==> config.mk <==
export PLATFORM = sky130hd
export DESIGN_NAME = multiplekser_wejsc
export DESIGN_NICKNAME = d
export VERILOG_FILES = /design/src/rtl/multiplekser_wejsc.sv
export SDC_FILE = /design/constraint.sdc
export NUM_CORES = 1
export LEC_CHECK = 0
export ABC_AREA = 1
export CORE_MARGIN = 2
export CORE_UTILIZATION = 44
export CTS_CLUSTER_DIAMETER = 120
export DETAILED_ROUTE_END_ITERATION = 7
export MAX_ROUTING_LAYER = met4
export PLACE_DENSITY = 0.66
export SYNTH_ARGS = -nofsm -noshare
export SYNTH_HDL_FRONTEND = slang
export SYNTH_SLANG_ARGS = --single-unit
==> constraint.sdc <==
create_clock -name clk -period 1.85 [get_ports clk]
set_input_delay 0.37 -clock clk [delete_from_list [all_inputs] [get_ports clk]]
set_output_delay 0.37 -clock clk [all_outputs]
set_load 0.02 [all_outputs]
==> src/rtl/multiplekser_wejsc.sv <==
// ---------------------------------------------------------------------------
// multiplekser_wejsc
//
// Input-side multiplexer for the PLC input terminals. Each of the eight 8-bit
// raw ports is brought into the clock domain through a two-flop synchroniser.
// It is then debounced as a whole word, and rising edges of the accepted word
// are latched per bit. A one-cycle read strobe returns the debounced word and
// the edge flags of one port onto the CPU data bus. The edge flags of that
// port are cleared by the read.
//
// Parameters
//   DEBOUNCE_CYCLES : consecutive cycles a synchronised word must stay
//                     unchanged before it is accepted. Must be 2 or more.
//
// Ports
//   clk          : system clock, rising edge active
//   rst_n        : asynchronous active-low reset
//   in0 .. in7   : raw asynchronous 8-bit input ports
//   sel          : port index, sampled only while odczyt = 1
//   odczyt       : read strobe, one cycle per read, back-to-back allowed
//   out          : debounced word of the last port read
//   zbocza       : rising-edge flags of the last port read
//   gotowe       : one-cycle pulse, out/zbocza valid
// ---------------------------------------------------------------------------
module multiplekser_wejsc #(
   parameter int unsigned DEBOUNCE_CYCLES = 16
) (
   input  logic       clk,
   input  logic       rst_n,
   input  logic [7:0] in0,
   input  logic [7:0] in1,
   input  logic [7:0] in2,
   input  logic [7:0] in3,
   input  logic [7:0] in4,
   input  logic [7:0] in5,
   input  logic [7:0] in6,
   input  logic [7:0] in7,
   input  logic [2:0] sel,
   input  logic       odczyt,
   output logic [7:0] out,
   output logic [7:0] zbocza,
   output logic       gotowe
);

   localparam int unsigned CW = $clog2(DEBOUNCE_CYCLES);
   localparam logic [CW-1:0] CNT_MAX = CW'(DEBOUNCE_CYCLES - 1);

   logic [7:0]    raw_s  [8];

   logic [7:0]    s1_q   [8];
   logic [7:0]    s2_q   [8];
   logic [7:0]    p_q    [8];
   logic [CW-1:0] cnt_q  [8];
   logic [CW-1:0] cnt_d  [8];
   logic [7:0]    st_q   [8];
   logic [7:0]    st_d   [8];
   logic [7:0]    ef_q   [8];
   logic [7:0]    ef_d   [8];

   logic [7:0]    out_q;
   logic [7:0]    out_d;
   logic [7:0]    zbocza_q;
   logic [7:0]    zbocza_d;
   logic          gotowe_q;
   logic          gotowe_d;

   assign raw_s[0] = in0;
   assign raw_s[1] = in1;
   assign raw_s[2] = in2;
   assign raw_s[3] = in3;
   assign raw_s[4] = in4;
   assign raw_s[5] = in5;
   assign raw_s[6] = in6;
   assign raw_s[7] = in7;

   // Debounce counters, stable-word update and edge-flag set/clear per port.
   always_comb begin
      cnt_d = cnt_q;
      st_d  = st_q;
      ef_d  = ef_q;
      for (int k = 0; k < 8; k++) begin
         logic       accept_s;
         logic [7:0] rise_s;
         logic       rd_s;
         if (s2_q[k] != p_q[k]) begin
            cnt_d[k] = '0;
         end else if (cnt_q[k] == CNT_MAX) begin
            cnt_d[k] = CNT_MAX;
         end else begin
            cnt_d[k] = cnt_q[k] + CW'(1);
         end
         // Accepting on the next count value means a word that reaches s2 at
         // edge 1 is accepted at edge 1+DEBOUNCE_CYCLES.
         accept_s = (s2_q[k] == p_q[k]) && (cnt_d[k] == CNT_MAX);
         if (accept_s) begin
            st_d[k] = s2_q[k];
            rise_s  = s2_q[k] & ~st_q[k];
         end else begin
            st_d[k] = st_q[k];
            rise_s  = 8'h00;
         end
         // A read clears the flags, but edges found in the same cycle are
         // still set, so no edge is lost.
         rd_s    = odczyt && (sel == 3'(k));
         ef_d[k] = (rd_s ? 8'h00 : ef_q[k]) | rise_s;
      end
   end

   // Read port: capture the selected port on a strobe and hold it otherwise.
   always_comb begin
      out_d    = out_q;
      zbocza_d = zbocza_q;
      gotowe_d = odczyt;
      if (odczyt) begin
         out_d    = st_q[sel];
         zbocza_d = ef_q[sel];
      end else begin
         out_d    = out_q;
         zbocza_d = zbocza_q;
      end
   end

   // State registers: synchroniser, debounce state, edge flags and outputs.
   always_ff @(posedge clk or negedge rst_n) begin
      if (!rst_n) begin
         s1_q     <= '{default: 8'h00};
         s2_q     <= '{default: 8'h00};
         p_q      <= '{default: 8'h00};
         cnt_q    <= '{default: '0};
         st_q     <= '{default: 8'h00};
         ef_q     <= '{default: 8'h00};
         out_q    <= 8'h00;
         zbocza_q <= 8'h00;
         gotowe_q <= 1'b0;
      end else begin
         s1_q     <= raw_s;
         s2_q     <= s1_q;
         p_q      <= s2_q;
         cnt_q    <= cnt_d;
         st_q     <= st_d;
         ef_q     <= ef_d;
         out_q    <= out_d;
         zbocza_q <= zbocza_d;
         gotowe_q <= gotowe_d;
      end
   end

   assign out    = out_q;
   assign zbocza = zbocza_q;
   assign gotowe = gotowe_q;

endmodule

==> Word level (Yosys, flattened, before mapping) <==
Cells that the tools add are included.
{ "classes": {"addsub": 8, "mul": 0, "n_div": 0, "order_cmp": 1, "eq_ne": 39, "n_shift": 0, "muxes": 38, "bitwise_logic": 25, "n_reduce_logical": 17} }
{ "ops": {"columns": ["operator", "count"], "rows": [
  ["$mux 8", 20],
  ["$and 8x8->8", 8],
  ["$eq 4x4->1 const B", 16],
  ["$eq 8x8->1", 8],
  ["$mux 4", 16],
  ["$ne 8x8->1", 8],
  ["$not 8->8", 8],
  ["$or 8x8->8", 8],
  ["$bmux 8 s3", 2],
  ["$add 4x1->4 const B", 8],
  ["$logic_and 1x1->1", 16],
  ["$eq 3x3->1 const B", 4],
  ["$eq 3x2->1 const B", 2],
  ["$ge 4x4->1 const B", 1],
  ["$not 3->4", 1],
  ["$eq 3x1->1 const B", 1],
  ["$logic_not 3->1", 1]
]} }
{ "totals": {"ff_bits": 369, "latch_bits": 0, "ram_bits": 0, "romBits": 0, "wordCells": 179, "mem_count": 0} }

==> Logic depth before layout (Yosys ltp) <==
Gate-level depths: netlist of run 1.
{ "logic_depth": {"depth_word": 7, "mapped_depth": 11} }

==> Worst setup path after synthesis of run 1 <==
Ideal clock, no wire load.
{ "synth_path": {"path_type": "register to register", "start": "register cnt_q[4] in the netlist's numbering", "end": "register st_q[13] in the netlist's numbering", "setup_time_ps": 117, "arrival_ps": 1510, "t_required_ps": 1733, "path_slack_ps": 222, "stages_incl_launch_ff": 11, "n_path_buf": 1, "synth_period_minus_slack_ps": 1628, "cell_sequence": "dfrtp_1 -> ha_1 -> nand2_1 -> inv_2 -> a21oi_2 -> nand2_2 -> nor2_8 -> nand3_4 -> buf_8 -> nand2_2 -> nand2_1"} }
{ "synth_between": {"elab_chain_len": 5} }
{ "synth_rtl": {"columns": ["element", "line_no", "text"], "rows": [
  ["start: declaration", "53", "logic [CW-1:0] cnt_q [8];"],
  ["start signal: assignment", "139", "cnt_q <= cnt_d;"],
  ["$add 4x1->4 / $eq 4x4->1 (equally long branches)", "90, 87", null],
  ["$mux 4 *", "87", "end else if (cnt_q[k] == CNT_MAX) begin"],
  ["$mux 4 *", "85", "if (s2_q[k] != p_q[k]) begin"],
  ["$eq 4x4->1 *", "94", "accept_s = (s2_q[k] == p_q[k]) && (cnt_d[k] == CNT_MAX);"],
  ["$logic_and 1x1->1 *", "94", null],
  ["end signal: assignment", "140", "st_q <= st_d;"],
  ["end: declaration", "55", "logic [7:0] st_q [8];"]
]} }
Mark *: on every way between the ends. The rest lies on a longest branch, timed or not.
A chain may end at the register's enable or synchronous reset.

==> Worst setup path after layout of run 1 <==
{ "layout_path": {"start": "register gotowe_q (netlist: gotowe)", "end": "output gotowe"} }
{ "layout_rtl": {"columns": ["element", "line_no", "text"], "rows": [
  ["start: declaration", "64", "logic gotowe_q;"],
  ["start signal: assignment", "144", "gotowe_q <= gotowe_d;"],
  ["end: declaration", "42", "output logic gotowe"]
]} }
No word-level cell between the ends.

==> results of run 1 <==
[sequential cells by signal (all words and copies together) (netlist names)]
name	count
out	8
cnt_q	32
p_q	64
ef_q	64
gotowe	1
zbocza	8
st_q	64
s1_q	64
s2_q	64
[kinds of logic after synthesis]
logic type,Yosys count
fa+ha+maj,8
simple gates,657
compound gates,118
xor+xnor,54
flops,369
buf+inv,180
[final timing paths]
check	end	depth (start not counted)
min in group asynchronous	s1_q[61]	2
max in group asynchronous	ef_q[3]	3
hold reg to reg	s2_q[62]	0
setup / recovery	gotowe	1
setup reg to reg	st_q[32]	5
hold / removal	s1_q[42]	1
[placed cells by master (no fill, tap or decap), drive strengths merged, types with 3 or more instances in the layout]
cell type	instances
a21oi	23
a22oi	24
a31oi	3
buf	51
bufinv	3
clkbuf	56
clkdlybuf4s50	69
clkinv	11
dfrtp	369
dlygate4sd2	16
ha	8
inv	145
nand2	454
nand3	70
nand4	56
nor2	77
o2111ai	10
o21ai	41
o21bai	8
o221ai	8
xnor2	38
xor2	16
[power by group through the flow]
stage	Clock, W	Combinational, W	Sequential, W
final	0.00778	0.000874	0.00861
after global routing	0.00835	0.000990	0.00865
after CTS	0.00797	0.000890	0.00862
after detailed placement	0	0.000891	0.00876
after global placement	0	0.000877	0.00876
after floorplan	0	0.000356	0.00869
[area by class of cell]
cell class / count / area, um^2 / share of cell area, %
clock inverter: 13 / 152.6 / 0.8800
antenna: 1 / 2.502 / 0.01443
tap: 402 / 503.0 / 2.900
sequential: 369 / 9234 / 53.23
inverter: 148 / 555.5 / 3.203
multi-input combinational: 840 / 4310 / 24.85
clock buffer: 56 / 1132 / 6.528
timing repair buffer: 137 / 1456 / 8.396
[timing repair]
item	4_1_cts	5_1_grt
hold buffers	1	0
resized for setup	16	8
hold endpoints to repair	32	0
pin swaps	0	2
endpoints found under the setup margin	16	23
gates cloned	0	3
[metrics by stage]
step	total power (W)	instances	worst slack, ps	TNS [ps]	hold WS [ps]
detailed placement	0.009650	1892	-142.0	-1159	279.4
floorplan	0.009043	1386	222.5	0	74.41
global route	0.01799	1965	-5.624	-15.32	271.2
CTS	0.01747	1962	43.58	0	270.8
finish	0.01727	1966	60.96	0	285.1
global placement	0.009633	1892	-136.1	-1017	278.3
[layer usage]
layer,vias up,global-route usage (%),wire [um]
li1,4729,-,-
met1,4731,27.15,14410
met2,214,31.32,14750
met3,47,2.635,1326
met4,0,4.480,580
met5,-,-,0
==> impl.org, run 1 <==
** Detailed routing
- Total via count after detailed routing :: slightly below 10000
- Via-to-Cell Ratio :: slightly below 5
- DRC violations left :: 0
- The count of nets left with antenna violations once routing finished came out at 0.
- Detailed Route WL :: 31060 um
- First-pass iteration count of the detailed router :: 5
- Dividing the detail-routed wire length by the instance count gives 15.80 um.
- For this block, the initial DRC count from the detailed router was 869.

** Global route
- The via count of the first global-routing pass is 9791.
- Global-route wire length before repair :: 51070 um
- GRT Residual Overflow :: 0
- In the global route stage, overall resource usage came out at between 10% and 20%.
- Antenna violations before repair :: 1
- Entering global routing, the biggest net connects between 70 and 80 pins.

** Timing
- Tightest slew margin relative to the limit :: approximately 60%
- Based on the critical path, the design can be clocked at up to 559.0 MHz.
- Final Critical Period :: roughly 1800 ps
- Hold Violations, Final :: 0
- Measured slew at the worst slew-check pin :: 586.0 ps
- The count of final max-slew check failures came to 0.
- Period Utilization, post-route :: 96.70%
- Between clock sinks in the finished design, the worst skew comes to 11.88 ps.
- Setup violations remaining at the end of the flow were counted as 0.

** Cells and area
- Synthesis-to-layout area growth :: 21.92%
- Once layout is complete, the utilization of the core stands at 54.69%.
- The post-route netlist has 9.789% of its cells at a drive strength greater than 1.
- Post-route design area :: 0.01735 mm^2
- For this run, the post-layout net count is 1613.
- Counting the fill cells in the layout gives around 2700.

** Synthesis
- Counting every net in the synthesized netlist gives 1464.
- Among all cell types in the netlist, the one instantiated most often is sky130_fd_sc_hd__nand2_1.
- Area share of the leading cell type in the synthesized netlist :: 64.90%
- Number of enable-type register cells in the synthesized netlist :: 0
- The synthesized netlist devotes 0.7035% of its cell area to adder and majority cells.
- Xor/xnor share of the synthesized area :: between 3 and 4%
- Portion of netlist area occupied by mux cells :: 0%
- Synthesis handed over a netlist of 1386 instances.
- Main combinational cell family by area after synthesis :: simple AND/OR/NAND/NOR gates
- Share of synthesized flip-flops with an asynchronous set or reset :: 100.0%
- Top cells by area, synth :: sky130_fd_sc_hd__dfrtp_1 65%, sky130_fd_sc_hd__nand2_1 12%, sky130_fd_sc_hd__inv_1 3.7%
- After Yosys synthesis, and, or, nand and nor cells account for 19.98% of the synthesized area.
- Compound-cell area share of the yosys netlist :: slightly below 6%
- After synthesis, flip-flops and latches occupy between 60% and 70% of the total area.
- Synthesis inferred approximately 370 register bits.
- Count of yosys warnings during synthesis :: 0
- Most area-hungry cell type in the Yosys netlist :: sky130_fd_sc_hd__dfrtp_1
- After synthesis, the netlist uses 33 different library cells.
- Counting instances in the post-synthesis netlist gives the leading cell types as 447 x sky130_fd_sc_hd__nand2_1, 369 x sky130_fd_sc_hd__dfrtp_1, 141 x sky130_fd_sc_hd__inv_1.
- In this run the mean area of a mapped cell was 10.27 um^2.
- Ys flop type :: sky130_fd_sc_hd__dfrtp_1
- The synthesized netlist occupies a cell area of 0.01423 mm^2.

** Worst setup path
- Along the worst path, the maximum fanout reaches 1.
- Category of the most critical setup path :: flip-flop to primary output
- At the worst endpoint, the required time is 1480 ps.
- Kind of cell adding the most delay to the critical path :: buffers and inverters
- STA classifies the critical path startpoint as a flip-flop.
- In this run the worst setup path begins at gotowe.
- STA classifies the critical path endpoint as a primary output.
- The signal on the critical path passes through clkdlybuf4s50_1.
- The startpoint identified for the worst register-to-register timing path is cnt_q[16].
- Data arrival, critical path :: 1420 ps
- Stage delay of the slowest cell on the critical path :: ~590 ps
- WP buf/inv :: 1
- For this design, the slowest cell found on the critical path is sky130_fd_sc_hd__clkdlybuf4s50_1.
- The worst register-to-register path has a setup slack of 110 ps.

** Die
- Measured along the x axis, the die boundary spans 183.8 um.
- IO Pins :: 87
- Die height :: approximately 180 um
- The initial utilization of the core area, before any placement, comes to roughly 45%.
- The floorplan step defined a die boundary enclosing 0.03379 mm^2.
- The floorplan step defined a core boundary enclosing ~0.032 mm^2.
- Count of standard-cell rows :: 65

** Clocking
- CTS tree :: built
- Sink count of the clock tree :: about 370
- The clock tree synthesis step divided the H-tree into 2 levels.
- Clock-pin slew was measured on the worst setup and hold paths at 60 ps.
- The clock reaches the later pin of the worst-skew pair after 520 ps.
- Num CTS Buffers :: 39
- Once the clock tree was built, the setup fixing pass inserted 0 buffers.
- The clock passes through at most 3 buffers.
- CTS placed an instance of sky130_fd_sc_hd__clkbuf_16 at the clock tree root.

** Placed design
- The wire-length estimate of the detail-placed layout is 21550 um.
- RePlAce Congestion :: around 0.91
- Placed cell area :: 0.01602 mm^2
- Port Buffer Count :: 86

** Power
- Combinational logic burns around 5.1% of the power.
- Switching Power :: about 0.0038 W
- In this run the power density over the cells is around 1000 mW/mm^2.
- Across the VDD grid, the largest voltage drop is 649.8 uV.
- In this run, flip-flops and latches consume 49.9% of the power.
- Fraction of power consumed by the clock network :: approximately 45%
- Internal Pwr Total :: 0.01347 W
- In this run switching power makes up 21.99% of total power.
- Cell leakage power :: roughly 8.4 nW

** Hold path
- The tightest min-delay check is of the primary input to flip-flop type.
- The startpoint identified for the worst hold timing path is in2[2].

** Flow run
- Across the run, the number of max-cap violations was 0.

** Status
- Outcome :: completed
Note: power is estimated with default switching activity, not from simulation.
==> run 2, diff against run 1 <==
--- a/config.mk
+++ b/config.mk
@@ -6,12 +6,11 @@
 export NUM_CORES = 1
 export LEC_CHECK = 0
 export ABC_AREA = 1
-export CORE_MARGIN = 2
-export CORE_UTILIZATION = 44
+export CORE_UTILIZATION = 49
 export CTS_CLUSTER_DIAMETER = 120
 export DETAILED_ROUTE_END_ITERATION = 7
 export MAX_ROUTING_LAYER = met4
-export PLACE_DENSITY = 0.66
+export PLACE_DENSITY = 0.72
 export SYNTH_ARGS = -nofsm -noshare
 export SYNTH_HDL_FRONTEND = slang
 export SYNTH_SLANG_ARGS = --single-unit
==> impl.org, run 2 (same netlist as run 1, synthesis figures left out) <==
** Status
- The flow ran to the end, and the final reports show no timing, DRC or antenna violations.

** Timing
- Period Utilization, post-route :: just over 90%
- Measured slew at the worst slew-check pin :: 625.0 ps
- Derived from the worst setup path, the maximum achievable clock frequency is 578.9 MHz.
- Tightest slew margin relative to the limit :: 58.20%
- The count of final max-slew check failures is 0.
- Final setup TNS :: 0 ps
- Final Critical Period :: 1727 ps
- Setup violations remaining at the end of the flow were counted as 0.
- The final hold violation count came to 0.
- Skew final :: about 12 ps

** Global route
- GRT Residual Overflow :: 0
- The via count of the first global-routing pass is 9637.
- Global routing usage summed across all routing layers :: 22.28%
- The initial antenna violation count was 2.
- Entering global routing, the biggest net connects roughly 60 pins.
- The first global-routing pass estimated just under 50000 um of wire.

** Detailed routing
- First DRT Iteration DRCs :: 746
- First-pass iteration count of the detailed router :: 5
- For this run, design rule violations remaining after detail routing come to 0.
- Detailed Route WL :: 30690 um
- Dividing the detail-routed via count by the number of cells gives 5.069.
- Routed Antenna Nets :: 0
- Total via count after detailed routing :: 9859
- Routed length per instance :: 15.78 um

** Die
- The total area inside the core boundary comes to roughly 0.029 mm^2.
- The die covers 0.02972 mm^2.
- Count of standard-cell rows :: 62
- During I/O placement, the number of pins put on the boundary was slightly below 90.
- Effective utilization at floorplan :: 49.70%
- Width of the die :: around 170 um
- In this run the vertical extent of the chip is 172.4 um.

** Placed design
- Placed cell area :: 0.01586 mm^2
- Estimated wirelength of the detail-placed design :: 21370 um
- The congestion estimate from routability-driven global placement came to about 0.93.
- Port Buffer Count :: 86

** Worst setup path
- STA classifies the critical path endpoint as a flip-flop.
- Category of the most critical setup path :: flip-flop to flip-flop
- Maximum fanout encountered on the critical timing path :: 6
- The worst setup path is launched from a flip-flop.
- Data arrives at the worst endpoint at 2180 ps.
- Data required time at the worst endpoint :: 2300 ps
- Number of cells traversed by the worst register-to-register path :: 9

** Cells and area
- Most common library cell in the layout ignoring fill and taps :: sky130_fd_sc_hd__nand2_1
- Utilization after layout :: between 60% and 70%
- Fraction of final layout cells with drive strength greater than 1 :: 9.615%
- The sequential cells in the finished layout cover a total of 0.009234 mm^2.
- Total area of multi-input combinational cells :: 0.004309 mm^2
- After routing the design area is 0.01725 mm^2.
- Net total in the final layout :: 1609
- Relative to the synthesized area, the layout overhead comes to 21.26%.
- Counting the fill cells in the layout gives 2298.
- Commonest cells after routing, fill and taps aside :: 447 x sky130_fd_sc_hd__nand2_1, 369 x sky130_fd_sc_hd__dfrtp_1, 141 x sky130_fd_sc_hd__inv_1

** Power
- Power spread over the standard cell area amounts to 1013 mW/mm^2.
- After layout, the design draws a total of 0.01748 W.
- Worst-case vdd ir drop :: just over 800 uV
- Cell leakage power :: 8.408 nW

** Clocking
- Clock-pin slew was measured on the worst setup and hold paths at 60 ps.
- Max H-tree Level :: 2
- The cell sitting at the root of the clock tree is a sky130_fd_sc_hd__clkbuf_16.
- Clk Latency, worst-skew pair :: ~520 ps
- Sink count of the clock tree :: 369
- Counting the buffers created by CTS gives 38.
- CTS tree :: built
- Maximum number of buffers from clock root to sink :: 3

** Hold path
- Along the worst hold path, the cell count comes to 1.
- Hold crit path type :: primary input to flip-flop

** Flow run
- Maxcap violations :: 0
-- run 2: path summary, 6_finish.rpt --
kind	start	end	slack, ps
min in group asynchronous	rst_n	st_q[27]	380
setup / recovery	cnt_q[16]	ef_q[36]	120
max in group asynchronous	rst_n	s2_q[46]	840
hold / removal	in1[1]	s1_q[49]	290
setup reg to reg	cnt_q[16]	ef_q[36]	120
hold reg to reg	s1_q[48]	s2_q[48]	350
-- run 2: cell type report --
type | count | share of cell area, %
diodes | 1 | 0.01450
clock buffers | 54 | 6.520
clock inverters | 15 | 1.218
inverters | 148 | 3.220
multi-input cells | 840 | 24.98
flip-flops and latches | 369 | 53.52
well taps | 384 | 2.785
repair buffers | 134 | 7.745
-- run 2: metrics by stage --
step                      hold WS (ps)  cells  setup WS (ps)
after floorplan                  74.41   1386          222.5
after global placement           317.2   1870         -224.7
after detailed placement         320.3   1870         -240.3
after CTS                        272.0   1940          48.26
after global routing             267.6   1945         -24.07
final                            289.7   1945          122.6
-- run 2: critical path, stage by stage, from the launching register on --
cell	delay, ps
sky130_fd_sc_hd__dfrtp_1	370
sky130_fd_sc_hd__ha_1	200
sky130_fd_sc_hd__nand2_1	70
sky130_fd_sc_hd__nor2_1	210
sky130_fd_sc_hd__inv_1	130
sky130_fd_sc_hd__nand2_1	130
sky130_fd_sc_hd__nand3_4	160
sky130_fd_sc_hd__nor2_4	220
sky130_fd_sc_hd__nand3_1	100
sky130_fd_sc_hd__nand2_1	70
-- run 2: repair_timing --
item,in CTS,in global routing
endpoints found under the setup margin,16,25
pin swaps,0,3
buffers inserted,0,1
gates resized for setup,16,7
cloned,0,3
endpoints found under the hold margin,34,0
hold buffers,1,0
-- run 2: power breakdown --
part | internal [W] | switching, W | leakage, nW
combinational | 0.000384 | 0.000459 | 3.05
sequential | 0.00838 | 0.000237 | 4.70
clock | 0.00495 | 0.00308 | 0.657
total | 0.0137 | 0.00377 | 8.41
-- run 2: routing by layer --
layer / global-route usage (%) / vias up / part of all wire, %
met2: 35.59 / 273 / 48
met3: 3.388 / 47 / 5.4
met4: 5.464 / 0 / 1.9
met1: 30.07 / 4811 / 44
li1: - / 4728 / -
met5: - / - / 0
